`config.mk`:
```
export PLATFORM = sky130hd
export DESIGN_NAME = down_timer_arbiter
export DESIGN_NICKNAME = d
export VERILOG_FILES = /design/src/rtl/down_timer_arbiter.sv
export SDC_FILE = /design/constraint.sdc
export NUM_CORES = 1
export LEC_CHECK = 0
export CAP_MARGIN = 20
export CORE_AREA = 2 2 39 41
export DETAILED_ROUTE_END_ITERATION = 10
export DIE_AREA = 0 0 41 43
export GPL_ROUTABILITY_DRIVEN = 1
export PLACE_DENSITY = 0.77
export SETUP_SLACK_MARGIN = 0.15
export SLEW_MARGIN = 10
export SYNTH_ARGS = -nofsm -noshare
export SYNTH_HDL_FRONTEND = slang
export SYNTH_SLANG_ARGS = --single-unit
```
`constraint.sdc`:
```
create_clock -name clk -period 2.1 [get_ports clk]
set_input_delay 0.315 -clock clk [delete_from_list [all_inputs] [get_ports clk]]
set_output_delay 0.315 -clock clk [all_outputs]
set_load 0.02 [all_outputs]
```
`src/rtl/down_timer_arbiter.sv`:
```
// Two-requester arbiter sharing one down-counter: IDLE -> COUNT -> DONE -> IDLE.
// Define DOWN_TIMER_ARB_RR_EN for round-robin arbitration; otherwise req0 has fixed priority.
module down_timer_arbiter #(
  parameter int WIDTH = 3
) (
  input  logic             clk,
  input  logic             rst,
  input  logic             req0,
  input  logic             req1,
  input  logic [WIDTH-1:0] load0,
  input  logic [WIDTH-1:0] load1,
  input  logic             pause,
  output logic             gnt0,
  output logic             gnt1,
  output logic             done0,
  output logic             done1,
  output logic             busy,
  output logic [WIDTH-1:0] count
);

  localparam logic [1:0] IDLE  = 2'd0;
  localparam logic [1:0] COUNT = 2'd1;
  localparam logic [1:0] DONE  = 2'd2;

  logic [1:0] state;
  logic       last;
  logic       any_req;
  logic       pick1;

  // Requester selection for the next grant; pick1 means requester 1 wins.
  always_comb begin
    any_req = req0 | req1;
`ifdef DOWN_TIMER_ARB_RR_EN
    pick1 = req1 & (~req0 | ~last);
`else
    pick1 = req1 & ~req0;
`endif
  end

  // Control FSM, shared counter and registered outputs.
  always_ff @(posedge clk) begin
    if (rst) begin
      state <= IDLE;
      count <= {WIDTH{1'b1}};
      gnt0  <= 1'b0;
      gnt1  <= 1'b0;
      done0 <= 1'b0;
      done1 <= 1'b0;
      busy  <= 1'b0;
      last  <= 1'b1;
    end else begin
      case (state)
        IDLE: begin
          done0 <= 1'b0;
          done1 <= 1'b0;
          if (any_req) begin
            state <= COUNT;
            gnt0  <= ~pick1;
            gnt1  <= pick1;
            count <= pick1 ? load1 : load0;
            last  <= pick1;
            busy  <= 1'b1;
          end else begin
            gnt0 <= 1'b0;
            gnt1 <= 1'b0;
            busy <= 1'b0;
          end
        end
        COUNT: begin
          // Pause freezes both the count and the state; zero is terminal, no wrap.
          if (!pause) begin
            if (count != {WIDTH{1'b0}}) begin
              count <= count - {{(WIDTH-1){1'b0}}, 1'b1};
            end else begin
              state <= DONE;
              done0 <= gnt0;
              done1 <= gnt1;
            end
          end
        end
        DONE: begin
          state <= IDLE;
          gnt0  <= 1'b0;
          gnt1  <= 1'b0;
          done0 <= 1'b0;
          done1 <= 1'b0;
          busy  <= 1'b0;
        end
        default: begin
          state <= IDLE;
          gnt0  <= 1'b0;
          gnt1  <= 1'b0;
          done0 <= 1'b0;
          done1 <= 1'b0;
          busy  <= 1'b0;
        end
      endcase
    end
  end

endmodule

```
# Yosys cells after proc, flatten, opt, wreduce, memory -nomap -nowiden
# Index checks and enable logic that the tools add are counted.
dict set report totals {
  in_bits 11
  out_inout_bits 8
  elab_cells 42
  regBits 10
}
dict set report classes {
  n_eq_ne 5
  n_reduce_logical 7
  n_bitwise 7
  muxes 15
  addsub 1
}
# operator count
set op_table {}
lappend op_table {{3-bit 2-to-1 mux} 4}
lappend op_table {{2-bit != test (second input constant)} 4}
lappend op_table {{2-bit 2-to-1 mux} 3}
lappend op_table {{1-bit one-hot mux with 2 select lines} 3}
lappend op_table {{3-bit one-hot mux with 2 select lines} 1}
lappend op_table {{1-bit NOT} 5}
lappend op_table {{2-bit one-hot mux with 2 select lines} 1}
lappend op_table {{4-bit AND reduction} 1}
lappend op_table {{1-bit 2-to-1 mux} 3}
lappend op_table {{3-bit AND reduction} 1}
lappend op_table {{3-bit nonzero test} 1}
lappend op_table {{3-bit by 1-bit subtractor with 3-bit output (second input constant)} 1}
lappend op_table {{2-bit by 1-bit == test with 1-bit output (second input constant)} 1}
lappend op_table {{2-bit logical NOT} 1}
lappend op_table {{2-bit AND reduction} 1}
lappend op_table {{2-bit nonzero test} 1}
lappend op_table {{2-bit OR reduction} 1}
lappend op_table {{1-bit AND} 1}
lappend op_table {{1-bit bitwise OR} 1}

# Logic depth before layout (Yosys ltp)
dict set report logic_depth {
  word_depth 5
  mapped_depth 6
  ltp_nobuf 6
}

# Least setup slack after synthesis
# OpenSTA, ideal clock, no wires.
dict set report synth_path {
  path_kind {reg2reg}
  startpoint {register count[0]}
  endpoint {register count[0]}
  t_arrival_ps 1583
  setup_slack_ps 389
  n_path_buf 0
  required_time_ps 1973
  stages_incl_launch_ff 7
  cell_sequence {dfxtp_1 inv_1 ha_1 nor2b_1 o21ai_1 a21oi_1 or3b_1}
}
dict set report synth_between {
  elab_chain_cells 4
  word_cells_on_any_way 7
  classes_between {add/sub (1); eq/ne (1); mux (3); reduce/logical (2)}
}
# item line_no
set synth_rtl {}
lappend synth_rtl {{from (decl)} 18} ;# output logic [WIDTH-1:0] count
lappend synth_rtl {{from (signal assigned)} 44} ;# count <= {WIDTH{1'b1}};
lappend synth_rtl {{from (signal assigned)} 60} ;# count <= pick1 ? load1 : load0;
lappend synth_rtl {{from (signal assigned)} 73} ;# count <= count - {{(WIDTH-1){1'b0}}, 1'b1};
lappend synth_rtl {{3-bit by 1-bit subtractor with 3-bit output} 73}
lappend synth_rtl {{3-bit 2-to-1 mux} 72} ;# if (count != {WIDTH{1'b0}}) begin
lappend synth_rtl {{3-bit 2-to-1 mux} 71} ;# if (!pause) begin
lappend synth_rtl {{3-bit one-hot mux with 2 select lines} 52} ;# case (state)
# Parallel ways exist; a longest one is shown, timed or not. The select of a mux whose other input is x is not followed.
# A chain may end at the register's enable or synchronous reset.

# Worst setup path after layout
# Ends and elaborated chain as after synthesis.

==> results.ini <==
[pwr]
combPwrFrac_pct = 24.1
pwr-share-clk_pct = 28.3
ir_drop_mv = 0.397
internal-power_w = 0.000326
finalPower_w = 0.000446
swShare_pct = 26.9
p_leak_nw = 0.307
powerDensity_nw_per_um2 = 612
p_seq_share_pct = 47.6
switching_power_w = 0.000120

[placement]
hpwl_um = 830
port_buffers = 18
dp_cells = 86
gp_congestion = 0.808

[cts]
cts-htree-levels = 1
clock-sinks = 10
cts_tree = built
cts-root-buf = clkbuf_4
post_cts_resized = 0
clock_latency_ns = 0.26
post_cts_buffers = 0
clkSlewWorstSetupHoldPaths_ns = 0.07
cts.path.max_buffers = 2
cts_buffers = 3
hold_buffers = 0

[floorplan]
die_h_um = 43
initial_core_util_pct = 37.2
rows = 14
core-area_um2 = 1380
dieArea_um2 = 1760
ios = 19
die_w_um = 41

[global_routing]
grt.total_usage_pct = 13.2
grt_pass1_wl_um = 1650
antenna_found_initial = 0
first_global_vias = 415
grt_remaining_overflow = 0
grt_max_degree = 10

[critical_path]
cpMaxStageDelayCell = dfxtp_1
arrival_ns = 1.85
crit_path_end_kind = register
cp_slowest_stage_delay_ns = 0.36
crit_chain = inv_1, ha_1, nor2b_1, o21ai_1, a21oi_1, or3b_1
crit_required_ns = 2.25
cp-start-kind = register
crit_fanout = 6
path_class = register to register

[detailed_routing]
drt-initial-drc-count = 5
num_vias = 464
drt_first_pass_iters = 4
wl_per_cell_um = 12.1
route.detailed.drc = 0
wirelength_um = 1080
avgViaCountPerCell = 5.21
antenna_left = 0

[hold_path]
min_path_type = register to register

[synthesis]
yosysTopAreaCell = dfxtp_1
ys_seq_area_share_pct = 38.9
synth_warnings = 0
mappedNetlistArea_um2 = 514
ys_types = 26
synthDominantCellAreaShare_pct = 38.9
syn-instance-count = 54
yosys-top-cells-area = dfxtp_1, mux2i_1, a21oi_1
ys_ff_latch = 10
syn_avg_cell_area_um2 = 9.52
synthesis.nets = 67

[timing]
hold_ws_ns = 0.441
finalClockSkew_ns = 0.0114
tns_ns = 0
worstMarginPinSlew_ns = 0.430
final.period_utilization_pct = 81.3
setup_viol = 0
finalHoldViolCount = 0
final.min_clock_period_ns = 1.71
rsz0062_at_grt = no
fmax_ghz = 0.586
drv_slew = 0
relSlewSlack_pct = 71.2

[layout]
nFillCells = 147
register_area_um2 = 200
stdcell_count = 89
final_common_cell = clkdlybuf4s50_1
diodes = 0
drive_gt1_share_pct = 11.0
multi_input_area_um2 = 290
layout_common_cells = clkdlybuf4s50_1, dfxtp_1, nor3_1, a21oi_1, mux2i_1
layout.nets = 88
syn2layout_area_growth_pct = 41.6

[flow_run]
drv_cap = 0

[outcome]
outcome = finished, final reports clean

layer usage:
layer / GRT usage (%) / share of wire, %
met3: 4.71 / 5.1
met2: 22.5 / 49
met1: 16.3 / 46
met4: 0 / 0
met5: 0 / 0
final timing paths:
| path | start | cells past startpoint | slack (ns) | to |
|---|---|---|---|---|
| max reg2reg | count[0]$_SDFFE_PP1P_ | 6 | 0.39 | count[0]$_SDFFE_PP1P_ |
| max | count[0]$_SDFFE_PP1P_ | 6 | 0.39 | count[0]$_SDFFE_PP1P_ |
| min reg2reg | busy$_SDFFE_PP0P_ | 2 | 0.44 | busy$_SDFFE_PP0P_ |
| min | busy$_SDFFE_PP0P_ | 2 | 0.44 | busy$_SDFFE_PP0P_ |
critical path: cells and delay by family, from the launching register on:
family / cells / cell delay, ns
and+or+nand+nor: 2 / 0.48
AOI/OAI and AO/OA: 2 / 0.47
DFF: 1 / 0.36
adders and majority gates: 1 / 0.19
buffers and inverters: 1 / 0.09
synthesized netlist by cell type:
master / n
a311o_1: 1
and3_1: 1
nand2b_1: 2
nor2_2: 1
buf_1: 1
nor2b_1: 2
o21ai_1: 2
a311oi_1: 1
or3b_1: 1
nand2_1: 1
and2b_1: 1
mux2i_1: 5
o2111ai_2: 1
dfxtp_1: 10
nor2_1: 1
or3_1: 1
inv_1: 4
mux2_4: 1
nand2b_4: 1
mux2_2: 1
buf_2: 1
a41oi_1: 1
nand3_1: 1
nor3_1: 5
ha_1: 2
a21oi_1: 5
power groups by stage:
stage	Sequential (W)	Combinational [W]	Clock [W]
global placement	0.000216	0.000106	0
finish	0.000212	0.000107	0.000126
CTS	0.000212	0.000109	0.000131
detailed placement	0.000216	0.000108	0
floorplan	0.000225	0.0000504	0
global route	0.000213	0.000116	0.000140
cells by family after synthesis:
logic type,count (synthesis),synth area share [%]
and+or+nand+nor,18,21.7
AOI/OAI and AO/OA,11,15.1
DFF,10,38.9
muxes,7,14.8
buffers and inverters,6,4.62
adders and majority gates,2,4.87
flip-flops by register name, summed over array words and instances, names as in the netlist:
| register | flops |
|---|---|
| count | 3 |
| state | 2 |
| busy | 1 |
| done1 | 1 |
| gnt1 | 1 |
| done0 | 1 |
| gnt0 | 1 |
through the flow:
step | area [µm²] | util [%] | worst slack (ns)
global route | 728 | 52.6 | 0.288
floorplan | 514 | - | 0.389
global placement | 706 | 51.0 | 0.209
CTS | 728 | 52.6 | 0.391
finish | 728 | 52.6 | 0.392
detailed placement | 706 | 51.0 | 0.180
layout make-up:
type,count,share of cell area (%)
Inverter,4,2.06
Timing Repair Buffer,18,24.7
Multi-Input combinational cell,38,39.9
Clock buffer,3,3.09
Tap cell,16,2.75
Sequential cell,10,27.5
Note: power is estimated with default switching activity, not from simulation.
